**config.mk**
```make
export PLATFORM = sky130hd
export DESIGN_NAME = imem_loader_flat
export DESIGN_NICKNAME = d
export VERILOG_FILES = /design/src/rtl/imem_loader_if.sv /design/src/rtl/imem_loader.sv /design/src/flat_wrapper.sv
export SDC_FILE = /design/constraint.sdc
export NUM_CORES = 1
export LEC_CHECK = 0
export ABC_CLOCK_PERIOD_IN_PS = 4000
export CELL_PAD_IN_SITES_DETAIL_PLACEMENT = 0
export CELL_PAD_IN_SITES_GLOBAL_PLACEMENT = 2
export CORE_MARGIN = 2
export CORE_UTILIZATION = 33
export CTS_CLUSTER_DIAMETER = 150
export DETAILED_ROUTE_END_ITERATION = 10
export PLACE_DENSITY_LB_ADDON = 0.1
export SETUP_SLACK_MARGIN = 0.1
export SYNTH_ARGS = -nofsm -noshare
export SYNTH_HDL_FRONTEND = slang
export SYNTH_SLANG_ARGS = --single-unit
export TNS_END_PERCENT = 100
```
**constraint.sdc**
```tcl
create_clock -name clk -period 4 [get_ports clk]
set_input_delay 0.6 -clock clk [delete_from_list [all_inputs] [get_ports clk]]
set_output_delay 0.6 -clock clk [all_outputs]
set_load 0.02 [all_outputs]
```
**src/rtl/imem_loader_if.sv**
```systemverilog
// Byte-stream input, instruction-memory write port and boot status of the program loader.
// master is the loader side; slave is the byte source / memory / CPU side.
interface imem_loader_if #(
  parameter int AW = 32,
  parameter int IW = 32
);
  logic          in_valid;
  logic [7:0]    in_data;
  logic          in_ready;
  logic          we;
  logic [AW-1:0] waddr;
  logic [IW-1:0] wdata;
  logic          cpu_rst;
  logic          done;
  logic          err;

  modport master (
    input  in_valid, in_data,
    output in_ready, we, waddr, wdata, cpu_rst, done, err
  );

  modport slave (
    output in_valid, in_data,
    input  in_ready, we, waddr, wdata, cpu_rst, done, err
  );
endinterface

```
**src/rtl/imem_loader.sv**
```systemverilog
// Boot-time loader: parses a little-endian word count, assembles 32-bit words from bytes,
// writes them into instruction memory and releases the CPU reset once the image is complete.
module imem_loader #(
  parameter int            AW          = 32,
  parameter int            IW          = 32,
  parameter logic [AW-1:0] BASE        = '0,
  parameter int            DEPTH_WORDS = 1024
) (
  input  logic         clk,
  input  logic         rst,
  imem_loader_if.master bus
);
  localparam logic [2:0] S_HDR  = 3'd0;
  localparam logic [2:0] S_CHK  = 3'd1;
  localparam logic [2:0] S_DATA = 3'd2;
  localparam logic [2:0] S_WR   = 3'd3;
  localparam logic [2:0] S_DONE = 3'd4;
  localparam logic [2:0] S_ERR  = 3'd5;

  localparam logic [31:0] DEPTH_N = 32'(DEPTH_WORDS);

  logic [2:0]    state_q, state_d;
  logic [1:0]    byte_idx_q, byte_idx_d;
  logic [31:0]   n_q, n_d;
  logic [31:0]   word_idx_q, word_idx_d;
  logic [23:0]   buf_q, buf_d;
  logic          we_q, we_d;
  logic [AW-1:0] waddr_q, waddr_d;
  logic [IW-1:0] wdata_q, wdata_d;
  logic          done_q, done_d;
  logic          err_q, err_d;
  logic          in_ready;
  logic          accept;

  assign in_ready = rst && ((state_q == S_HDR) || (state_q == S_DATA));
  assign accept   = in_ready && bus.in_valid;

  always_comb begin
    state_d    = state_q;
    byte_idx_d = byte_idx_q;
    n_d        = n_q;
    word_idx_d = word_idx_q;
    buf_d      = buf_q;
    we_d       = 1'b0;
    waddr_d    = waddr_q;
    wdata_d    = wdata_q;

    case (state_q)
      S_HDR: begin
        if (accept) begin
          n_d[{byte_idx_q, 3'b000} +: 8] = bus.in_data;
          byte_idx_d = byte_idx_q + 2'd1;
          if (byte_idx_q == 2'd3) state_d = S_CHK;
        end
      end
      S_CHK: begin
        word_idx_d = '0;
        if (n_q == 32'd0)        state_d = S_DONE;
        else if (n_q > DEPTH_N)  state_d = S_ERR;
        else                     state_d = S_DATA;
      end
      S_DATA: begin
        if (accept) begin
          byte_idx_d = byte_idx_q + 2'd1;
          case (byte_idx_q)
            2'd0: buf_d[7:0]   = bus.in_data;
            2'd1: buf_d[15:8]  = bus.in_data;
            2'd2: buf_d[23:16] = bus.in_data;
            default: begin
              // Fourth byte completes the word: register the write for the WR cycle.
              we_d    = 1'b1;
              waddr_d = BASE + AW'({word_idx_q, 2'b00});
              wdata_d = {bus.in_data, buf_q};
              state_d = S_WR;
            end
          endcase
        end
      end
      S_WR: begin
        if (word_idx_q == n_q - 32'd1) begin
          state_d = S_DONE;
        end else begin
          word_idx_d = word_idx_q + 32'd1;
          state_d    = S_DATA;
        end
      end
      default: state_d = state_q;
    endcase

    done_d = (state_d == S_DONE);
    err_d  = (state_d == S_ERR);
  end

  always_ff @(posedge clk) begin
    if (!rst) begin
      state_q    <= S_HDR;
      byte_idx_q <= '0;
      n_q        <= '0;
      word_idx_q <= '0;
      buf_q      <= '0;
      we_q       <= 1'b0;
      waddr_q    <= '0;
      wdata_q    <= '0;
      done_q     <= 1'b0;
      err_q      <= 1'b0;
    end else begin
      state_q    <= state_d;
      byte_idx_q <= byte_idx_d;
      n_q        <= n_d;
      word_idx_q <= word_idx_d;
      buf_q      <= buf_d;
      we_q       <= we_d;
      waddr_q    <= waddr_d;
      wdata_q    <= wdata_d;
      done_q     <= done_d;
      err_q      <= err_d;
    end
  end

  // Status outputs are forced low for the whole time reset is held, not just after the edge.
  assign bus.in_ready = in_ready;
  assign bus.we       = we_q && rst;
  assign bus.waddr    = waddr_q;
  assign bus.wdata    = wdata_q;
  assign bus.done     = done_q && rst;
  assign bus.cpu_rst  = done_q && rst;
  assign bus.err      = err_q && rst;
endmodule

```
**src/flat_wrapper.sv**
```systemverilog
// flat-port wrapper written by rule: the top's interface ports become plain ports
module imem_loader_flat 
#(
  parameter int            AW          = 32,
  parameter int            IW          = 32,
  parameter logic [AW-1:0] BASE        = '0,
  parameter int            DEPTH_WORDS = 1024
)
  (clk, rst, bus_in_valid, bus_in_data, bus_in_ready, bus_we, bus_waddr, bus_wdata, bus_cpu_rst, bus_done, bus_err);
  imem_loader_if #(.AW(AW), .IW(IW)) bus_i ();
  input  logic clk;
  input  logic rst;
  input wire logic [$bits(bus_i.in_valid)-1:0] bus_in_valid;
  input wire logic [$bits(bus_i.in_data)-1:0] bus_in_data;
  output wire logic [$bits(bus_i.in_ready)-1:0] bus_in_ready;
  output wire logic [$bits(bus_i.we)-1:0] bus_we;
  output wire logic [$bits(bus_i.waddr)-1:0] bus_waddr;
  output wire logic [$bits(bus_i.wdata)-1:0] bus_wdata;
  output wire logic [$bits(bus_i.cpu_rst)-1:0] bus_cpu_rst;
  output wire logic [$bits(bus_i.done)-1:0] bus_done;
  output wire logic [$bits(bus_i.err)-1:0] bus_err;
  assign bus_i.in_valid = bus_in_valid;
  assign bus_i.in_data = bus_in_data;
  assign bus_in_ready = bus_i.in_ready;
  assign bus_we = bus_i.we;
  assign bus_waddr = bus_i.waddr;
  assign bus_wdata = bus_i.wdata;
  assign bus_cpu_rst = bus_i.cpu_rst;
  assign bus_done = bus_i.done;
  assign bus_err = bus_i.err;
  imem_loader #(.AW(AW), .IW(IW), .BASE(BASE), .DEPTH_WORDS(DEPTH_WORDS)) u_core (.clk(clk), .rst(rst), .bus(bus_i));
endmodule
```
# Yosys cells after proc, flatten, opt, wreduce, memory -nomap -nowiden
# Cells that the tools add are included.
dict set report word_totals {
  in_bits 11
  word_cells 62
  regBits 158
}
dict set report op_classes {
  n_bitwise 1
  n_eq_ne 10
  muxes 12
  n_shift 2
  n_addsub 4
  magnitude_cmp 1
  reduce_logical 20
}
# operator n
set op_table {}
lappend op_table {{32-bit case mux with 2 select lines} 1}
lappend op_table {{32-bit by 1-bit adder with 32-bit output (second input constant)} 1}
lappend op_table {{32-bit bitwise mux} 1}
lappend op_table {{32-bit equality test} 1}
lappend op_table {{32-bit by 11-bit > comparator with 1-bit output (second input constant)} 1}
lappend op_table {{32-bit logical NOT} 1}
lappend op_table {{32-bit two-way mux} 1}
lappend op_table {{8-bit by 7-bit variable shift with 32-bit output (first input constant)} 1}
lappend op_table {{8-bit by 7-bit indexed part select with 32-bit output} 1}
lappend op_table {{32-bit by 1-bit subtractor with 32-bit output (second input constant)} 1}
lappend op_table {{3-bit two-way mux} 7}
lappend op_table {{3-bit AND reduction} 5}
lappend op_table {{3-bit case mux with 4 select lines} 1}
lappend op_table {{5-bit negation with 7-bit output} 1}
lappend op_table {{3-bit by 2-bit equality test with 1-bit output (second input constant)} 2}
lappend op_table {{3-bit equality test (second input constant)} 2}
lappend op_table {{2-bit AND reduction} 3}
lappend op_table {{1-bit logical AND} 5}
lappend op_table {{2-bit equality test (second input constant)} 2}
lappend op_table {{3-bit by 1-bit equality test with 1-bit output (second input constant)} 1}
lappend op_table {{3-bit logical NOT} 1}
lappend op_table {{3-bit OR reduction} 1}
lappend op_table {{2-bit by 1-bit adder with 2-bit output (second input constant)} 1}
lappend op_table {{2-bit by 1-bit equality test with 1-bit output (second input constant)} 1}
lappend op_table {{other kinds (7)} 7}

# Longest topological paths before layout
# Gate-level depths: netlist (run 1).
dict set report depth {
  word_depth 7
  depth_mapped 13
}

# Least setup slack after synthesis (run 1)
# Ideal clock, no wire load.
dict set report synth_timing {
  path_type {register -> register}
  startpoint {register u_core.n_q[0]}
  endpoint {register u_core.word_idx_q[23]}
  stages_incl_launch_ff 12
  required_ns 3.930
  setup_slack_ns 0.943
  arrival_time_ns 2.986
  n_path_buf 2
  cell_sequence {dfxtp_1 -> nor4_2 -> and4_1 -> buf_4 -> and3_1 -> mux2_1 -> and2_1 -> o211a_2 -> a31o_4 -> buf_6 -> or4_1 -> a21oi_1}
}
dict set report synth_via {
  elab_chain_len 4
}
# item line_no
set synth_rtl {}
lappend synth_rtl {{start, declared} imem_loader.sv:24} ;# logic [31:0] n_q, n_d;
lappend synth_rtl {{start signal, assigned} imem_loader.sv:109} ;# n_q <= n_d;
lappend synth_rtl {{32-bit by 1-bit subtractor with 32-bit output} imem_loader.sv:80} ;# if (word_idx_q == n_q - 32'd1) begin
lappend synth_rtl {{32-bit equality test} imem_loader.sv:80}
lappend synth_rtl {{2-bit != test (no line)} n/a}
lappend synth_rtl {{2-bit AND reduction (no line)} n/a}
lappend synth_rtl {{end signal, assigned} imem_loader.sv:110} ;# word_idx_q <= word_idx_d;
lappend synth_rtl {{end, declared} imem_loader.sv:25} ;# logic [31:0] word_idx_q, word_idx_d;
# No other way between the ends.
# A chain may end at the register's enable or synchronous reset.

# Worst setup path after layout (run 1)
dict set report layout_timing {
  startpoint {register u_core.n_q[4]}
  endpoint {register u_core.word_idx_q[28]}
}
# Same word-level chain as after synthesis.

==> results of run 1 <==
==> Yosys cell counts (all sizes together), types with 4 or more instances <==
master	instances
xor2	16
nand2	216
nand3	75
nand3b	4
o31ai	12
clkbuf	62
and4	4
and2	9
dfxtp	158
and3	17
nor4	20
nor3b	4
nor3	15
inv	13
or4	14
o21ai	23
nor2	25
nor4b	4
nand2b	9
or3	17
nand4b	5
buf	13
ha	8
a21oi	157
nand4	17
xnor2	19
==> path summary, 6_finish.rpt <==
| check | startpoint | end | slack [ns] | depth (start not counted) |
|---|---|---|---|---|
| worst max-delay path | u_core.n_q[4] | u_core.word_idx_q[28] | 0.45 | 10 |
| worst min-delay path | u_core.bus.waddr[15] | u_core.bus.waddr[15] | 0.45 | 2 |
| worst max register to register | u_core.n_q[4] | u_core.word_idx_q[28] | 0.45 | 10 |
| worst min register to register | u_core.bus.waddr[15] | u_core.bus.waddr[15] | 0.45 | 2 |
==> cell families after synthesis <==
| family | after synthesis | synth area share |
|---|---|---|
| buffers and inverters | 88 | 0.0488 |
| muxes | 3 | 0.00440 |
| and+or+nand+nor | 464 | 0.305 |
| DFF | 158 | 0.412 |
| AOI/OAI and AO/OA | 230 | 0.173 |
| xor gates and xnor gates | 36 | 0.0429 |
| adders and majority gates | 8 | 0.0131 |
| other | 1 | 0.000489 |
==> power groups by stage <==
stage / sequential (mW) / combinational [mW] / clock (mW)
floorplan: 1.62 / 0.236 / 0
global placement: 1.62 / 0.321 / 0
detailed placement: 1.62 / 0.320 / 0
CTS: 1.59 / 0.322 / 1.81
global route: 1.59 / 0.355 / 1.87
finish: 1.59 / 0.320 / 1.76
==> flip-flops by register name, indices dropped and copies added (netlist names) <==
signal             cells
u_core.bus.waddr      30
u_core.done_q          1
u_core.err_q           1
u_core.byte_idx_q      2
u_core.buf_q          24
u_core.word_idx_q     32
u_core.bus.wdata      32
u_core.state_q         3
u_core.we_q            1
u_core.n_q            32
==> routing by layer <==
layer  track usage  vias to the layer above  part of all wire
met4        0.0481                        0            0.0094
met3        0.0313                       14             0.024
met2         0.301                      106              0.46
met1         0.261                     3394              0.50
li1              -                     3568                 -
met5             0                        -                 0
==> area by class of cell <==
type	count	area, um2
flip-flops and latches	158	3160
repair buffers	90	881
fillers	2407	13500
inverters	13	51.3
multi-input cells	743	4140
well taps	285	357
clock buffers	18	429
clock inverters	14	196
==> worst reg2reg max path: stages (launching register included) <==
cell and delay [ns]:
dfxtp_1 0.40, nor3_2 0.44, buf_4 0.25, and4_1 0.35, and3_1 0.22, mux2_1 0.37, and2_1 0.19, o211a_2 0.14
a31o_4 0.40, or4_1 0.58, a21oi_1 0.15
==> metrics by stage <==
step	utilization	cells	total power, mW
2_1_floorplan	-	989	1.86
6_report	0.406	1321	3.66
3_5_place_dp	0.378	1289	1.94
5_1_grt	0.406	1321	3.81
4_1_cts	0.406	1321	3.72
3_3_place_gp	0.378	1289	1.95
==> repair_timing <==
action | CTS | global route
hold endpoints to repair | 0 | 0
buffers inserted | 0 | 0
endpoints found under the setup margin | 0 | 2
==> key figures, run 1 <==
Detailed routing
  – Via-per-instance ratio: ~5.4
  – DRT iter0 DRCs: about 460
  – Post-route ant nets: 0
  – DRC viols: 0
  – Wire length per cell: ~17 um
  – DR pass1 iterations: 5
  – Routed wire length: approximately 23 mm
  – Via count: 7082

STA
  – Hold slack: roughly 0.45 ns
  – Worst Tran Pin Value: between 1 and 1.5 ns
  – Highest clock rate: approximately 0.28 GHz
  – RSZ-0062 raised after global routing: yes
  – Rel. slew slack: 0.308
  – Final min period: between 3 and 4 ns
  – Endpoints failing setup: 0
  – Setup TNS Final: 0 ns
  – Layout Skew: approximately 0.019 ns
  – PnR worst setup slack: around 0.45 ns
  – Final count of pins violating max slew: 0
  – Final Hold Fails: 0
  – Tcrit/Tclk final: 0.888

CTS
  – Clk Latency, worst-skew pair: between 0.4 and 0.5 ns
  – Htree depth: 4
  – Hold bufs inserted after CTS: 0
  – CTS Buf Count: 17
  – CTS Buffer Depth: 2
  – Clk sinks: ~160
  – CTS tree: yes
  – Clock-pin slew on the worst setup and hold paths: ~0.07 ns
  – Post-CTS Resized: 0
  – Root Buffer: clkbuf_16

Placement
  – # port buffers: between 70 and 80
  – DP Worst Slack: between 0.4 and 0.5 ns
  – HPWL Detailed: about 15 mm
  – Dpl cell area: roughly 8600 um2
  – GPL Wtd Cong: 0.833

Global route
  – Pin count of the biggest net entering global routing: 87
  – All-Layer GR Usage: 0.188
  – First-pass GRT wire length: 36.2 mm
  – Initial antenna violation count: 0
  – Congestion Overflow GR: 0
  – Vias in the first global route: 6612

Critical path
  – Crit-path leading delay family: simple AND/OR/NAND/NOR gates
  – Critical Path End Type: register
  – Critical path type: reg -> reg
  – Critical-path top delay cell: or4_1
  – Buf+Inv Stages, Crit Path: 1
  – Crit path cell chain: nor3_2, buf_4, and4_1, and3_1, mux2_1, and2_1, o211a_2, a31o_4, or4_1, a21oi_1
  – CP arrival: 3.91 ns
  – Crit path launch type: register
  – Slowest stage delay, CP: around 0.55 ns
  – CP required: between 4 and 5 ns
  – Crit-path max FO: 52

Pwr
  – Seq pwr share: 0.433
  – Cell Pwr Density: about 400 nW/um2
  – Static leakage: 3.01 nW
  – Comb power frac: 0.087
  – Clock power share: 0.479
  – Switching part of the total: 0.263
  – Peak supply drop: around 240 uV
  – P_sw: approximately 0.96 mW
  – Int Pwr: ~2.7 mW

Yosys
  – Share of the synthesized area in the top cell type: 0.412
  – Area contributors post-synth: dfxtp_1 41%, nand2_1 11%, a21oi_1 10%
  – Yosys warnings: 0
  – Syn Std Cell Area: 7670 um2
  – Post-synthesis sequential area ratio: 0.412
  – Area leader, netlist: dfxtp_1
  – Synth unique cells: between 70 and 80
  – Most used flip-flop cell after synthesis: dfxtp_1
  – Synth Area per Inst: 7.76 um2
  – Seq cells post-synth: 158
  – Post-Synthesis Cells: ~990
  – Ys async rst share: 0
  – Number of synthesized flops with an enable pin: 0

Hold path
  – Min-delay worst type: reg -> reg

Final layout
  – Post-route cell area: 9220 um2
  – Commonest non-fill, non-tap cell in the layout: nand2_1
  – Ratio of cells with drive above 1 in the final layout: 0.0637
  – Most frequent cells in the layout: 215 x nand2_1, 158 x dfxtp_1, 157 x a21oi_1, 77 x clkdlybuf4s50_1, 75 x nand3_1
  – Net count, final: around 1000
  – Antenna diodes: 0
  – Area Growth Syn to Fin: 20.2%

Flow run
  – Max_cap viols: 0

Die
  – Chip height: 156 um
  – Std cell rows: 55
  – Initial core utilization: 0.338
  – Core area: ~23000 um2
  – Die X: ~160 um
  – Die Footprint: around 24000 um2
  – I/O Pins: 80

Status
  – Run status: finished clean
Power figures use the tool's default switching activity.
==> inputs of run 2 (changes only) <==
--- a/config.mk
+++ b/config.mk
@@ -12,8 +12,9 @@
 export CORE_UTILIZATION = 33
 export CTS_CLUSTER_DIAMETER = 150
 export DETAILED_ROUTE_END_ITERATION = 10
+export GPL_TIMING_DRIVEN = 0
 export PLACE_DENSITY_LB_ADDON = 0.1
-export SETUP_SLACK_MARGIN = 0.1
+export SETUP_SLACK_MARGIN = 0.15
 export SYNTH_ARGS = -nofsm -noshare
 export SYNTH_HDL_FRONTEND = slang
 export SYNTH_SLANG_ARGS = --single-unit
==> run 2 against run 1 <==
Against the previous run:
- clock power decreased by 4%
- design area increased by 1.4%
- worst setup slack got worse by 0.16 ns
- die area unchanged
- worst hold slack improved by 0.00054 ns
- register-to-register slack got worse by 0.16 ns
- power decreased by 1.3%
- critical path type unchanged
- largest power group unchanged
==> key figures, run 2 (synthesis results as in run 1) <==
Detailed routing
  – DR pass1 iterations: 5
  – Via count: around 7300
  – Post-route ant nets: 0
  – Wire length per cell: roughly 17 um
  – DRT iter0 DRCs: approximately 450
  – Via-per-instance ratio: 5.31
  – Routed wire length: approximately 24 mm
  – DRC viols: 0

Hold path
  – Worst Hold End: u_core.bus.wdata[9]
  – Min-delay worst type: reg -> reg
  – WHS Path Cells: 2
  – Hold_sp: u_core.buf_q[9]

Critical path
  – R2r setup slk: about 0.29 ns
  – Critical Path End Type: register
  – CP required: 4.27 ns
  – Reg2Reg Depth: 11
  – Critical path type: reg -> reg
  – Worst reg2reg endpoint: u_core.done_q
  – CP arrival: 3.98 ns
  – Setup crit start: u_core.n_q[0]
  – Crit path launch type: register
  – Crit-path max FO: 6
  – R2R Path Start: u_core.n_q[0]

Die
  – Initial core utilization: 0.338
  – Die Footprint: between 20000 and 25000 um2
  – Die X: 156 um
  – Chip height: about 160 um
  – Std cell rows: 55
  – I/O Pins: 80
  – Core area: 22700 um2

STA
  – Endpoints failing setup: 0
  – RSZ-0062 raised after global routing: yes
  – Hold slack: around 0.45 ns
  – Final count of pins violating max slew: 0
  – Highest clock rate: about 0.27 GHz
  – PnR worst setup slack: approximately 0.29 ns
  – Setup TNS Final: 0 ns
  – Worst Tran Pin Value: about 1.0 ns
  – Tcrit/Tclk final: 0.928
  – Final Hold Fails: 0
  – Layout Skew: between 0.01 and 0.015 ns
  – Rel. slew slack: 0.332
  – Final min period: 3.71 ns

Final layout
  – Net count, final: ~1100
  – Area of the multi-input gates: between 4000 and 5000 um2
  – Area Growth Syn to Fin: 21.9%
  – Register area: 3160 um2
  – Final Util: 0.412
  – Filler cells: between 2000 and 2500
  – Most frequent cells in the layout: 215 x nand2_1, 158 x dfxtp_1, 157 x a21oi_1, 75 x nand3_1, 68 x clkdlybuf4s50_1
  – Ratio of cells with drive above 1 in the final layout: 0.0632
  – Commonest non-fill, non-tap cell in the layout: nand2_1

Pwr
  – Tot Pwr: 3.62 mW
  – Seq pwr share: 0.439
  – Switching part of the total: 0.278
  – Int Pwr: ~2.6 mW
  – Peak supply drop: about 260 uV
  – Cell Pwr Density: approximately 390 nW/um2
  – P_sw: 1.01 mW
  – Comb power frac: 0.094
  – Clock power share: 0.467
  – Static leakage: approximately 3.0 nW

Placement
  – HPWL Detailed: roughly 17 mm
  – # port buffers: 68
  – GPL Wtd Cong: around 0.8
  – DP Worst Slack: -0.232 ns

Global route
  – Initial antenna violation count: 0
  – First-pass GRT wire length: around 38 mm
  – Pin count of the biggest net entering global routing: 18
  – Vias in the first global route: about 6700
  – Congestion Overflow GR: 0
  – All-Layer GR Usage: 0.201

CTS
  – CTS Buffer Depth: 2
  – Root Buffer: clkbuf_16
  – Clock-pin slew on the worst setup and hold paths: 0.08 ns
  – Htree depth: 4
  – CTS Buf Count: 17
  – CTS tree: yes
  – Clk sinks: about 160
  – Clk Latency, worst-skew pair: roughly 0.43 ns
  – Hold bufs inserted after CTS: 0

Status
  – Run status: finished clean

Flow run
  – Max_cap viols: 0
run 2: repair_timing:
item,4_1_cts,5_1_grt
gates resized for setup,0,2
endpoints found under the setup margin,0,84
buffers inserted,0,2
run 2: how the worst max path moves through the flow:
stage	depth (start not counted)	endpoint
after floorplan	11	u_core.word_idx_q[23]
after global placement	10	u_core.bus.waddr[7]
after detailed placement	10	u_core.bus.waddr[5]
after CTS	10	u_core.bus.waddr[5]
after global routing	11	u_core.done_q
final	11	u_core.done_q
run 2: final cells by class:
cell class / instances / area share
multi-input combinational: 743 / 0.443
inverter: 13 / 0.00522
buffer: 75 / 0.0348
clock inverter: 14 / 0.0182
timing repair buffer: 70 / 0.0744
antenna: 1 / 0.000268
clock buffer: 18 / 0.0470
sequential: 158 / 0.338
tap: 285 / 0.0382
run 2: routing by layer:
layer,vias to the layer above,track usage,wire length (um)
li1,3669,-,-
met1,3490,0.298,12400
met2,135,0.305,10500
met3,16,0.0294,860
met4,0,0.0511,318
met5,-,0,0
run 2: worst max-delay path, cell delays in order, from the launching register on:
cell      delay (ns)
dfxtp_1         0.38
inv_1           0.08
ha_1            0.21
nor4b_4         0.40
nand4_1         0.33
nor4_1          0.46
a21oi_1         0.15
a221oi_2        0.40
o22ai_1         0.17
nor4_1          0.37
o21ai_1         0.12
a211oi_1        0.48
run 2: power groups by stage:
stage          sequential (mW)  combinational [mW]  clock, mW
2_1_floorplan             1.62               0.236          0
3_3_place_gp              1.62               0.330          0
3_5_place_dp              1.62               0.328          0
4_1_cts                   1.59               0.330       1.74
5_1_grt                   1.59               0.369       1.80
6_report                  1.59               0.341       1.69
run 2: per-stage QoR:
step	cells	instance area, um2
5_1_grt	1376	9340
3_5_place_dp	1342	8710
3_3_place_gp	1342	8710
6_report	1377	9350
4_1_cts	1374	9320
2_1_floorplan	989	7670
==> inputs of run 3 (changes only) <==
--- a/config.mk
+++ b/config.mk
@@ -6,6 +6,7 @@
 export NUM_CORES = 1
 export LEC_CHECK = 0
 export ABC_CLOCK_PERIOD_IN_PS = 4000
+export CAP_MARGIN = 20
 export CELL_PAD_IN_SITES_DETAIL_PLACEMENT = 0
 export CELL_PAD_IN_SITES_GLOBAL_PLACEMENT = 2
 export CORE_MARGIN = 2
==> run 3 against run 2 <==
Against the previous run:
- design area fell by 0.32%
- first-iteration DRC count fell by 9.8%
- count of clock-buffer cells in the layout did not move
- combinational power barely moved
- worst setup slack improved by 0.12 ns
- sequential share of layout area rose by 0.11 points
- clock skew barely moved
- die area did not move
- clock power fell by 5%
- sequential power barely moved
- cell count did not move
==> key figures, run 3 (synthesis results as in run 1) <==
Status
  – Run status: finished clean

Final layout
  – Net count, final: approximately 1100
  – Most frequent cells in the layout: 215 x nand2_1, 158 x dfxtp_1, 157 x a21oi_1, 75 x nand3_1, 68 x clkdlybuf4s50_1
  – Antenna diodes: 0
  – Area Growth Syn to Fin: 21.5%
  – Final Util: 0.410
  – Commonest non-fill, non-tap cell in the layout: nand2_1
  – Ratio of cells with drive above 1 in the final layout: 0.0632

Critical path
  – Crit-path leading delay family: simple AND/OR/NAND/NOR gates
  – Buf+Inv Stages, Crit Path: 2
  – Crit path launch type: register
  – Slowest stage delay, CP: roughly 0.47 ns
  – Crit-path max FO: 10
  – Critical-path top delay cell: nor3_2
  – Crit path cell chain: clkbuf_1, nor3_2, buf_2, nand3_1, or3_1, o22a_1, nand4b_1, a211o_1, nor4_1, o21ai_1, a211oi_1
  – Critical path type: reg -> reg
  – CP required: between 4 and 5 ns
  – CP arrival: roughly 3.9 ns
  – Critical Path End Type: register

Die
  – Std cell rows: 55
  – Core area: roughly 23000 um2
  – Chip height: about 160 um
  – Die Footprint: around 24000 um2
  – I/O Pins: 80
  – Initial core utilization: 0.338
  – Die X: around 160 um

STA
  – Final count of pins violating max slew: 0
  – Worst Tran Pin Value: approximately 0.98 ns
  – Rel. slew slack: 0.346
  – Setup TNS Final: 0 ns
  – Final Hold Fails: 0
  – PnR worst setup slack: 0.412 ns
  – Endpoints failing setup: 0
  – Final min period: 3.59 ns
  – Layout Skew: about 0.011 ns
  – Tcrit/Tclk final: 0.897
  – Highest clock rate: 0.279 GHz
  – RSZ-0062 raised after global routing: no

Global route
  – Pin count of the biggest net entering global routing: 18
  – Initial antenna violation count: 0
  – Congestion Overflow GR: 0
  – First-pass GRT wire length: roughly 38 mm
  – Vias in the first global route: 6738
  – All-Layer GR Usage: 0.201

Detailed routing
  – DRT iter0 DRCs: between 400 and 500
  – Post-route ant nets: 0
  – DRC viols: 0
  – DR pass1 iterations: 4
  – Routed wire length: around 24 mm
  – Via-per-instance ratio: approximately 5.3
  – Via count: about 7300
  – Wire length per cell: approximately 18 um

Pwr
  – Tot Pwr: ~3.5 mW
  – Clock power share: 0.454
  – Comb power frac: 0.096
  – Static leakage: 3.02 nW
  – Int Pwr: ~2.5 mW
  – Switching part of the total: 0.284
  – Peak supply drop: about 230 uV
  – Seq pwr share: 0.449
  – Cell Pwr Density: roughly 380 nW/um2
  – P_sw: around 1.0 mW

CTS
  – Clk Latency, worst-skew pair: 0.43 ns
  – CTS Buf Count: 17
  – CTS Buffer Depth: 2
  – Root Buffer: clkbuf_16
  – CTS tree: yes
  – Clk sinks: ~160
  – Clock-pin slew on the worst setup and hold paths: approximately 0.07 ns
  – Htree depth: 4

Placement
  – HPWL Detailed: roughly 17 mm
  – # port buffers: slightly below 70
  – GPL Wtd Cong: 0.821
  – DP Worst Slack: -0.210 ns

Hold path
  – Min-delay worst type: reg -> reg

Flow run
  – Max_cap viols: 0
-- run 3: changes by cell type in the layout (fill, tap and decap cells not counted), sizes merged --
cell	before	now
buf	15	16
bufinv	1	0
clkinv	4	5
clkinvlp	1	2
diode	1	0
inv	21	20
-- run 3: final cells by class --
type                    count  area, um2
flip-flops and latches    158       3160
multi-input cells         743       4140
inverters                  13       48.8
clock buffers              18        429
fillers                  2375      13400
repair buffers             71        701
well taps                 285        357
clock inverters            14        148
plain buffers              75        325
-- run 3: metal layers --
metal	vias to the layer above	track usage	routed length (um)
met2	115	0.306	10600
met3	12	0.0310	682
met5	-	0	0
met4	0	0.0454	214
met1	3505	0.299	12600
li1	3681	-	-
-- run 3: path summary, 6_finish.rpt --
| kind | end | from | cells past startpoint | slack [ns] |
|---|---|---|---|---|
| worst max-delay path | u_core.done_q | u_core.n_q[5] | 11 | 0.41 |
| worst min-delay path | u_core.bus.wdata[22] | u_core.bus.wdata[22] | 2 | 0.45 |
| worst max register to register | u_core.done_q | u_core.n_q[5] | 11 | 0.41 |
| worst min register to register | u_core.bus.wdata[22] | u_core.bus.wdata[22] | 2 | 0.45 |
-- run 3: through the flow --
| stage | instances | hold WS (ns) | area [um2] |
|---|---|---|---|
| final | 1377 | 0.452 | 9320 |
| after global routing | 1377 | 0.467 | 9320 |
| after CTS | 1375 | 0.455 | 9290 |
| after detailed placement | 1343 | 0.446 | 8710 |
| after global placement | 1342 | 0.443 | 8710 |
| after floorplan | 989 | 0.432 | 7670 |
-- run 3: timing repair --
| action | 4_1_cts | 5_1_grt |
|---|---|---|
| hold endpoints to repair | 0 | 0 |
| hold buffers | 0 | 0 |
| resized for setup | 0 | 2 |
| endpoints found under the setup margin | 0 | 70 |
| buffers inserted | 0 | 2 |
-- run 3: worst reg2reg max path, cell delays in order (launching register included) --
cell	delay (ns)
dfxtp_1	0.30
clkbuf_1	0.19
nor3_2	0.47
buf_2	0.32
nand3_1	0.13
or3_1	0.39
o22a_1	0.27
nand4b_1	0.20
a211o_1	0.32
nor4_1	0.32
o21ai_1	0.12
a211oi_1	0.43
-- run 3: power by group through the flow --
stage	clock network (mW)	registers (mW)	logic [mW]
5_1_grt	1.72	1.59	0.371
4_1_cts	1.65	1.59	0.330
6_report	1.60	1.59	0.341
3_3_place_gp	0	1.62	0.330
2_1_floorplan	0	1.62	0.236
3_5_place_dp	0	1.62	0.328
